$ cat config.mk
export PLATFORM = sky130hd
export DESIGN_NAME = inta_sequencer
export DESIGN_NICKNAME = d
export VERILOG_FILES = /design/src/rtl/pic_pkg.sv /design/src/rtl/isr_priority_find.sv /design/src/rtl/inta_sequencer.sv
export SDC_FILE = /design/constraint.sdc
export NUM_CORES = 1
export LEC_CHECK = 0
export ABC_CLOCK_PERIOD_IN_PS = 3900
export CAP_MARGIN = 0
export CORE_MARGIN = 1.5
export CORE_UTILIZATION = 47
export DETAILED_ROUTE_END_ITERATION = 12
export MAX_ROUTING_LAYER = met4
export PLACE_DENSITY = 0.83
export RECOVER_POWER = 25
export SYNTH_ARGS = -nofsm -noshare
export SYNTH_HDL_FRONTEND = slang
export SYNTH_SLANG_ARGS = --single-unit
$ cat constraint.sdc
create_clock -name clk -period 3.9 [get_ports clk]
set_input_delay 0.78 -clock clk [delete_from_list [all_inputs] [get_ports clk]]
set_output_delay 0.78 -clock clk [all_outputs]
set_load 0.01 [all_outputs]
$ cat src/rtl/pic_pkg.sv
// pic_pkg: shared types and defaults for the interrupt acknowledge sequencer
package pic_pkg;
  typedef logic [2:0] level_t;
  typedef enum logic [2:0] {S_IDLE, S_REQ, S_ACK1, S_GAP, S_ACK2} state_e;
  localparam level_t SPUR_LVL_DEF = 3'd7;
endpackage

$ cat src/rtl/isr_priority_find.sv
// isr_priority_find: highest-priority set isr bit, priority starting just above lowest_prio
module isr_priority_find
  import pic_pkg::*;
(
  input  logic [7:0] isr,
  input  level_t     lowest_prio,
  output logic       found,
  output level_t     level
);
  level_t l;
  // scan from lowest priority upward so the highest-priority hit is written last
  always_comb begin
    found = 1'b0;
    level = lowest_prio;
    l = '0;
    for (int i = 7; i >= 0; i--) begin
      l = lowest_prio + 3'(i) + 3'd1;
      if (isr[l]) begin
        found = 1'b1;
        level = l;
      end
    end
  end
endmodule

$ cat src/rtl/inta_sequencer.sv
// inta_sequencer: two-pulse INTA handshake, in-service tracking and EOI handling
module inta_sequencer
  import pic_pkg::*;
#(
  parameter int     TIMEOUT_CYC = 255,
  parameter level_t SPUR_LVL    = SPUR_LVL_DEF
) (
  input  logic       clk,
  input  logic       reset_n,
  input  logic       req_valid,
  input  level_t     req_level,
  input  logic       inta_n,
  input  logic [4:0] vec_base,
  input  logic       aeoi,
  input  logic       eoi_valid,
  input  logic       eoi_specific,
  input  logic       eoi_rotate,
  input  level_t     eoi_level,
  output logic       int_out,
  output logic [7:0] isr,
  output logic [7:0] irr_clr,
  output logic [7:0] data_out,
  output logic       data_oe,
  output level_t     lowest_prio
);
  state_e     state_q, state_d;
  level_t     level_q, level_d, lowest_prio_q, lowest_prio_d, found_lvl;
  logic       spur_q, spur_d, inta_q, int_out_q, int_out_d, data_oe_q, data_oe_d;
  logic       found, fall, rise;
  logic [7:0] isr_q, isr_d, irr_clr_q, irr_clr_d, data_out_q, data_out_d;
  logic [7:0] set_m, aeoi_m, eoi_m;
  logic [9:0] cnt_q, cnt_d;

  isr_priority_find u_find (
    .isr        (isr_q),
    .lowest_prio(lowest_prio_q),
    .found      (found),
    .level      (found_lvl)
  );

  // next-state: acknowledge FSM, gap timeout, EOI clears and rotation
  always_comb begin
    fall = inta_q & ~inta_n;
    rise = ~inta_q & inta_n;
    state_d = state_q;
    level_d = level_q;
    spur_d = spur_q;
    cnt_d = cnt_q;
    int_out_d = int_out_q;
    set_m = '0;
    aeoi_m = '0;
    case (state_q)
      S_IDLE: if (req_valid) begin
        state_d = S_REQ;
        int_out_d = 1'b1;
      end
      S_REQ: if (fall) begin
        state_d = S_ACK1;
        level_d = req_valid ? req_level : SPUR_LVL;
        spur_d = ~req_valid;
        int_out_d = 1'b0;
        cnt_d = '0;
        set_m = req_valid ? 8'd1 << req_level : '0;
      end else if (!req_valid) begin
        state_d = S_IDLE;
        int_out_d = 1'b0;
      end
      S_ACK1: if (rise) state_d = S_GAP;
      S_GAP: if (fall) state_d = S_ACK2;
        else if (cnt_q == 10'(TIMEOUT_CYC - 1)) state_d = S_IDLE;
        else cnt_d = cnt_q + 10'd1;
      S_ACK2: if (rise) begin
        state_d = S_IDLE;
        aeoi_m = (aeoi && !spur_q) ? 8'd1 << level_q : '0;
      end
      default: state_d = S_IDLE;
    endcase
    eoi_m = !eoi_valid ? '0 : eoi_specific ? 8'd1 << eoi_level : found ? 8'd1 << found_lvl : '0;
    lowest_prio_d = !(eoi_valid && eoi_rotate) ? lowest_prio_q :
                    eoi_specific ? eoi_level : found ? found_lvl : lowest_prio_q;
    isr_d = (isr_q & ~(eoi_m | aeoi_m)) | set_m;
    irr_clr_d = set_m;
    data_oe_d = (state_d == S_ACK2) && !inta_n;
    data_out_d = data_oe_d ? {vec_base, level_d} : '0;
  end

  // state and registered outputs
  always_ff @(posedge clk) begin
    if (!reset_n) begin
      state_q <= S_IDLE;
      level_q <= '0;
      spur_q <= 1'b0;
      cnt_q <= '0;
      inta_q <= 1'b1;
      int_out_q <= 1'b0;
      isr_q <= '0;
      irr_clr_q <= '0;
      data_out_q <= '0;
      data_oe_q <= 1'b0;
      lowest_prio_q <= 3'd7;
    end else begin
      state_q <= state_d;
      level_q <= level_d;
      spur_q <= spur_d;
      cnt_q <= cnt_d;
      inta_q <= inta_n;
      int_out_q <= int_out_d;
      isr_q <= isr_d;
      irr_clr_q <= irr_clr_d;
      data_out_q <= data_out_d;
      data_oe_q <= data_oe_d;
      lowest_prio_q <= lowest_prio_d;
    end
  end

  assign int_out = int_out_q;
  assign isr = isr_q;
  assign irr_clr = irr_clr_q;
  assign data_out = data_out_q;
  assign data_oe = data_oe_q;
  assign lowest_prio = lowest_prio_q;
endmodule

=== Word-level counts from Yosys, hierarchy flattened ===
Cells that the tools add are included.

* Register bits after elaboration: 47
* Latch bits: 0
* Memory bits (writable): 0
* ROM bits: 0
* Input bits: 19
* Output and inout bits: 29
* Logic and storage cells: 134
* Memories: 0

* Add/subtract/negate cells: 15
* $mul: 0
* Divide/modulo/power cells: 0
* Magnitude comparators: 8
* Eq/ne operators: 11
* Shift-type cells: 4
* Muxes and demuxes: 62
* Bitwise logic cells: 9
* Reductions and logical operators: 14

{| class="wikitable"
|+ Operators with widths
! kind !! number
|-
| $mux 8 || 9
|-
| $mux 3 || 20
|-
| $lt 3x4->1 const B || 8
|-
| $shl 1x3->8 const A || 4
|-
| $mux 10 || 3
|-
| $add 3x1->3 const B || 8
|-
| $bmux 1 s3 || 8
|-
| $pmux 10 s2 || 1
|-
| $mux 1 || 19
|-
| $or 8x8->8 || 2
|-
| $pmux 3 s5 || 1
|-
| $add 3x3->3 const B || 4
|-
| $add 10x1->10 const B || 1
|-
| $eq 10x8->1 const B || 1
|-
| $and 8x8->8 || 1
|-
| $ne 2x2->1 const B || 4
|-
| $not 8->8 || 1
|-
| $add 3x2->3 const B || 2
|-
| $eq 3x2->1 const B || 2
|-
| $eq 3x3->1 const B || 2
|-
| $reduce_and 2->1 || 3
|-
| $reduce_bool 2->1 || 3
|-
| $reduce_and 4->1 || 1
|-
| $eq 3x1->1 const B || 1
|-
| 8 further kinds || 14
|}

=== Logic depth before layout (Yosys ltp) ===
* Depth after elaboration: 20
* Depth in mapped cells: 12
* Depth with buffers taken out: 9

=== Cells and area by module ===
From an unflattened synthesis, not the netlist that was laid out.

* Cell total of the unflattened synthesis: 318
* Area, all modules: 2970.3 µm²

{| class="wikitable"
|+ By module, submodules not included
! module !! instances !! cells an instance !! area an instance (µm²)
|-
| inta_sequencer || 1 || 228 || 2104.5
|-
| isr_priority_find || 1 || 90 || 865.8
|}

=== Worst setup path after synthesis ===
No wires, ideal clock.

* Path kind: register -> register
* From: register lowest_prio_q[0], in the netlist lowest_prio[0]
* To: register lowest_prio_q[0], in the netlist lowest_prio[0]
* Library setup time: 143 ps
* Arrival: 3178 ps
* Data required time: 3757 ps
* Path slack: 579 ps
* Stages on the path, launching flop included: 13
* Path buffers: 3
* Period minus slack after synthesis: 3321 ps
* Cells stage by stage: dfxtp_1 buf_6 buf_2 inv_1 ha_1 buf_2 mux4_2 nor4b_1 nor4_1 or4_4 o211a_4 nor3b_2 a41oi_1

* Longest elaborated chain between the ends: 14

{| class="wikitable"
|+ RTL lines
! what !! line !! text
|-
| from (decl) || inta_sequencer.sv:27 || <nowiki>level_t level_q, level_d, lowest_prio_q, lowest_prio_d, found_lvl;</nowiki>
|-
| from (signal assigned) || inta_sequencer.sv:112 || <nowiki>lowest_prio_q <= lowest_prio_d;</nowiki>
|-
| $add 3x3->3 || isr_priority_find.sv:17 || <nowiki>l = lowest_prio + 3'(i) + 3'd1;</nowiki>
|-
| $add 3x1->3 || isr_priority_find.sv:17 ||
|-
| $bmux 1 s3 || isr_priority_find.sv:18 || <nowiki>if (isr[l]) begin</nowiki>
|-
| $mux 1 (implied by the code) || isr_priority_find.sv:18 ||
|-
| $mux 3 / $mux 1 (equally long branches) (8 in a row) || isr_priority_find.sv:18 ||
|-
| $mux 3 / $reduce_bool 2->1 (equally long branches) || - ||
|-
| $mux 3 / $reduce_and 2->1 (equally long branches) || - ||
|}

Several ways; a longest one is shown, not always the timed one. The select of a mux whose other input is x is not followed.
A chain may end at the register's enable or synchronous reset.

=== Worst setup path after layout ===
Same ends and word-level chain as after synthesis.

==> load_flow_metrics.sql <==
INSERT INTO impl_metrics (metric_group, metric, value, unit) VALUES
('timing', 'worstMarginPinSlew', '0.7975', 'ns'),
('yosys', 'synthArstFlopShare', '0', ''),
('yosys', 'most_frequent_cell_after_synthesis', 'sky130_fd_sc_hd__dfxtp_1', ''),
('floorplanning', 'coreArea', '5851', 'µm²'),
('yosys', 'post-synth-top-area-cell', 'sky130_fd_sc_hd__dfxtp_1', ''),
('drt', 'first_iter_violations', '139', ''),
('yosys', 'post_synth_num_cell_types', '59', ''),
('clocking', 'post_cts.repair.setup_buffers', '0', ''),
('critical_path', 'launch_instance_of_the_worst_register_to_register_path', 'lowest_prio[0]$_SDFFE_PN1P_', ''),
('yosys', 'mappedNetlistArea', '2828', 'µm²'),
('yosys', 'net_count_after_synthesis', '335', ''),
('placed_design', 'gp_congestion', '0.9740', ''),
('floorplanning', 'std_cell_rows', '28', ''),
('grt', 'grtUsageTotal', '0.2218', ''),
('power', 'p_per_area', '294.8', 'nW/µm²'),
('timing', 'final.setup.tns', '0', 'ns'),
('timing', 'report.final.setup_viol', '0', ''),
('yosys', 'yosysWarningCount', '0', ''),
('floorplanning', 'fp.dieW', '80.57', 'µm'),
('yosys', 'synth.ff_latch_count', '47', ''),
('clocking', 'clock_buffers_created_by_tritoncts', '5', ''),
('critical_path', 'worst-path-max-fanout', '12', ''),
('floorplanning', 'initial_core_util', '0.4833', ''),
('power', 'ir_drop', '233.8', 'µV'),
('drt', 'num_vias', '2565', ''),
('timing', 'fmax', '314.7', 'MHz'),
('min_path', 'holdCritStartpoint', 'cnt_q[7]$_SDFFE_PN0P_', ''),
('yosys', 'syn_area_per_cell', '9.092', 'µm²'),
('drt', 'via_per_inst', '5.979', ''),
('timing', 'rsz0062_at_grt', 'no', ''),
('yosys', 'synth.yosys.seq_area_share', '0.3327', ''),
('timing', 'timing.final.hold_violations', '0', ''),
('timing', 'final.setup_skew', '0.004489', 'ns'),
('drt', 'routed_wire_length_per_instance', '15.96', 'µm'),
('drt', 'sum_of_routed_wire_length_over_all_layers', '6.848', 'mm'),
('placed_design', 'numPlacedInstances', '422', ''),
('timing', 'layout_min_cycle_time', '3.177', 'ns'),
('run_status', 'status', 'complete, no violations', ''),
('yosys', 'synth_edf_count', '0', ''),
('critical_path', 'worst_r2r_path_depth', '9', ''),
('cells_and_area', 'area.growth.synth_to_final', '22.17', '%'),
('drt', 'drc_markers', '0', ''),
('critical_path', 'critical_path_type', 'reg -> reg', ''),
('grt', 'grt_pass1_vias', '2339', ''),
('cells_and_area', 'footprint_of_the_multi_input_gates', '1764', 'µm²'),
('floorplanning', 'fp.dieH', '80.57', 'µm'),
('clocking', 'clkSlewWorstSetupHoldPaths', '0.08', 'ns'),
('timing', 'layout_worst_path_cycle_share', '0.8147', ''),
('cells_and_area', 'drive_gt1_frac', '0.1102', ''),
('critical_path', 'worst_setup_path_end_kind', 'flip-flop', ''),
('clocking', 'cts-root-buf', 'sky130_fd_sc_hd__clkbuf_8', ''),
('floorplanning', 'fp.dieArea', '6491', 'µm²'),
('min_path', 'timing.hold.worst_path_depth', '2', ''),
('grt', 'pin_count_of_the_biggest_net_entering_global_routing', '19', ''),
('grt', 'antenna_found_initial', '0', ''),
('clocking', 'post_cts_hold_buffer_count', '0', ''),
('critical_path', 'critPathArrivalTime', '3.36', 'ns'),
('placed_design', 'io_buffers', '47', ''),
('min_path', 'worst_hold_path_class', 'reg -> reg', ''),
('clocking', 'tritoncts', 'done', ''),
('power', 'p_leak', '1.351', 'nW'),
('cells_and_area', 'stdcell_count', '429', ''),
('critical_path', 'critPathRequiredTime', '4.08', 'ns'),
('placed_design', 'detailed_place_hpwl', '5.042', 'mm'),
('grt', 'globalRouteOverflowTotal', '0', ''),
('run', 'max-cap-violations', '0', ''),
('min_path', 'holdPathEnd', 'cnt_q[7]$_SDFFE_PN0P_', ''),
('cells_and_area', 'fillers', '497', ''),
('drt', 'route.antenna.remaining_nets', '0', ''),
('grt', 'global_route_wire_length_before_repair', '10.84', 'mm'),
('yosys', 'syn-instance-count', '311', '');
==> worst max-delay path: stages (launching register included) <==
cell	delay, ns
sky130_fd_sc_hd__dfxtp_1	0.33
sky130_fd_sc_hd__inv_1	0.08
sky130_fd_sc_hd__ha_1	0.56
sky130_fd_sc_hd__mux4_2	0.62
sky130_fd_sc_hd__nor4b_1	0.30
sky130_fd_sc_hd__nor4_1	0.12
sky130_fd_sc_hd__or4_4	0.56
sky130_fd_sc_hd__o211a_4	0.27
sky130_fd_sc_hd__nor3b_2	0.15
sky130_fd_sc_hd__a41oi_1	0.05
==> state kept, by name (all words and copies together), names as in the netlist, 3 cells and up <==
signal	count
cnt_q	10
data_out	8
irr_clr	8
isr	8
level_q	3
lowest_prio	3
state_q	3
==> metrics by stage <==
stage | total power, mW | worst slack, ns | instance area, µm² | hold WS (ns) | util
6_report | 1.019 | 0.7226 | 3455 | 0.5239 | 0.5905
3_3_place_gp | 0.6757 | 0.7978 | 3348 | 0.4899 | 0.5723
2_1_floorplan | 0.6274 | 0.5790 | 2828 | 0.4586 | -
4_1_cts | 1.023 | 0.7338 | 3455 | 0.5208 | 0.5905
3_5_place_dp | 0.6807 | 0.7516 | 3348 | 0.4968 | 0.5723
5_1_grt | 1.056 | 0.4856 | 3455 | 0.5595 | 0.5905
==> logic make-up after synthesis <==
logic type                 after synthesis  share of synthesized area
and+or+nand+nor                        132                     0.2606
AOI/OAI and AO/OA                       62                     0.1549
DFF                                     47                     0.3327
buffers and inverters                   29                    0.04336
muxes                                   23                     0.1411
xor gates and xnor gates                13                    0.04513
adders and majority gates                5                    0.02212
==> area by class of cell <==
| class | count | area share |
|---|---|---|
| repair buffers | 50 | 0.1427 |
| clock buffers | 5 | 0.01992 |
| flip-flops and latches | 47 | 0.2724 |
| multi-input cells | 235 | 0.5107 |
| clock inverters | 2 | 0.01087 |
| inverters | 15 | 0.01630 |
| well taps | 75 | 0.02716 |
==> layout by cell type (no fill, tap or decap), types with 2 or more instances in the layout <==
cell type | Yosys | final
sky130_fd_sc_hd__a211oi_1 | 4 | 4
sky130_fd_sc_hd__a21o_1 | 3 | 3
sky130_fd_sc_hd__a21oi_1 | 20 | 20
sky130_fd_sc_hd__a31oi_1 | 2 | 2
sky130_fd_sc_hd__a41oi_1 | 9 | 9
sky130_fd_sc_hd__and2_1 | 9 | 8
sky130_fd_sc_hd__and3_1 | 3 | 3
sky130_fd_sc_hd__and4_1 | 2 | 2
sky130_fd_sc_hd__buf_4 | 0 | 3
sky130_fd_sc_hd__clkbuf_8 | 0 | 5
sky130_fd_sc_hd__clkdlybuf4s50_1 | 0 | 29
sky130_fd_sc_hd__dfxtp_1 | 47 | 47
sky130_fd_sc_hd__dlygate4sd3_1 | 0 | 18
sky130_fd_sc_hd__ha_1 | 5 | 5
sky130_fd_sc_hd__inv_1 | 15 | 15
sky130_fd_sc_hd__mux2_2 | 5 | 5
sky130_fd_sc_hd__mux2i_1 | 5 | 5
sky130_fd_sc_hd__mux4_2 | 13 | 13
sky130_fd_sc_hd__nand2_1 | 22 | 22
sky130_fd_sc_hd__nand2b_1 | 5 | 5
sky130_fd_sc_hd__nand3_1 | 10 | 10
sky130_fd_sc_hd__nand3b_1 | 4 | 4
sky130_fd_sc_hd__nand4_1 | 3 | 3
sky130_fd_sc_hd__nand4b_1 | 3 | 3
sky130_fd_sc_hd__nor2_1 | 30 | 30
sky130_fd_sc_hd__nor2b_1 | 9 | 9
sky130_fd_sc_hd__nor3_1 | 7 | 7
sky130_fd_sc_hd__nor3b_1 | 6 | 6
sky130_fd_sc_hd__nor4_1 | 5 | 5
sky130_fd_sc_hd__nor4b_1 | 3 | 3
sky130_fd_sc_hd__o21ai_0 | 7 | 7
sky130_fd_sc_hd__o22ai_1 | 2 | 2
sky130_fd_sc_hd__or2_2 | 2 | 2
sky130_fd_sc_hd__xnor2_1 | 4 | 4
sky130_fd_sc_hd__xor2_1 | 8 | 8
==> where the power goes <==
group / switching (mW) / total, mW / internal, mW
combinational: 0.0860 / 0.167 / 0.0810
sequential: 0.0152 / 0.504 / 0.489
clock: 0.160 / 0.348 / 0.187
total: 0.261 / 1.02 / 0.757
==> worst max path at each step <==
stage                                      from                     endpoint  cells after the start
CTS                 lowest_prio[0]$_SDFFE_PN1P_  lowest_prio[0]$_SDFFE_PN1P_                      9
global placement    lowest_prio[0]$_SDFFE_PN1P_  lowest_prio[0]$_SDFFE_PN1P_                      9
detailed placement  lowest_prio[1]$_SDFFE_PN1P_  lowest_prio[0]$_SDFFE_PN1P_                      9
finish              lowest_prio[0]$_SDFFE_PN1P_  lowest_prio[0]$_SDFFE_PN1P_                      9
floorplan           lowest_prio[0]$_SDFFE_PN1P_  lowest_prio[0]$_SDFFE_PN1P_                     12
global route        lowest_prio[0]$_SDFFE_PN1P_            isr[1]$_SDFF_PN0_                      9
==> metal layers <==
| layer | up-vias | global-route usage | part of all wire |
|---|---|---|---|
| li1 | 1230 | - | - |
| met1 | 1228 | 0.2798 | 0.44 |
| met2 | 93 | 0.3538 | 0.49 |
| met3 | 14 | 0.03864 | 0.049 |
| met4 | 0 | 0.08621 | 0.023 |
| met5 | - | - | 0 |
Power figures use the tool's default switching activity.
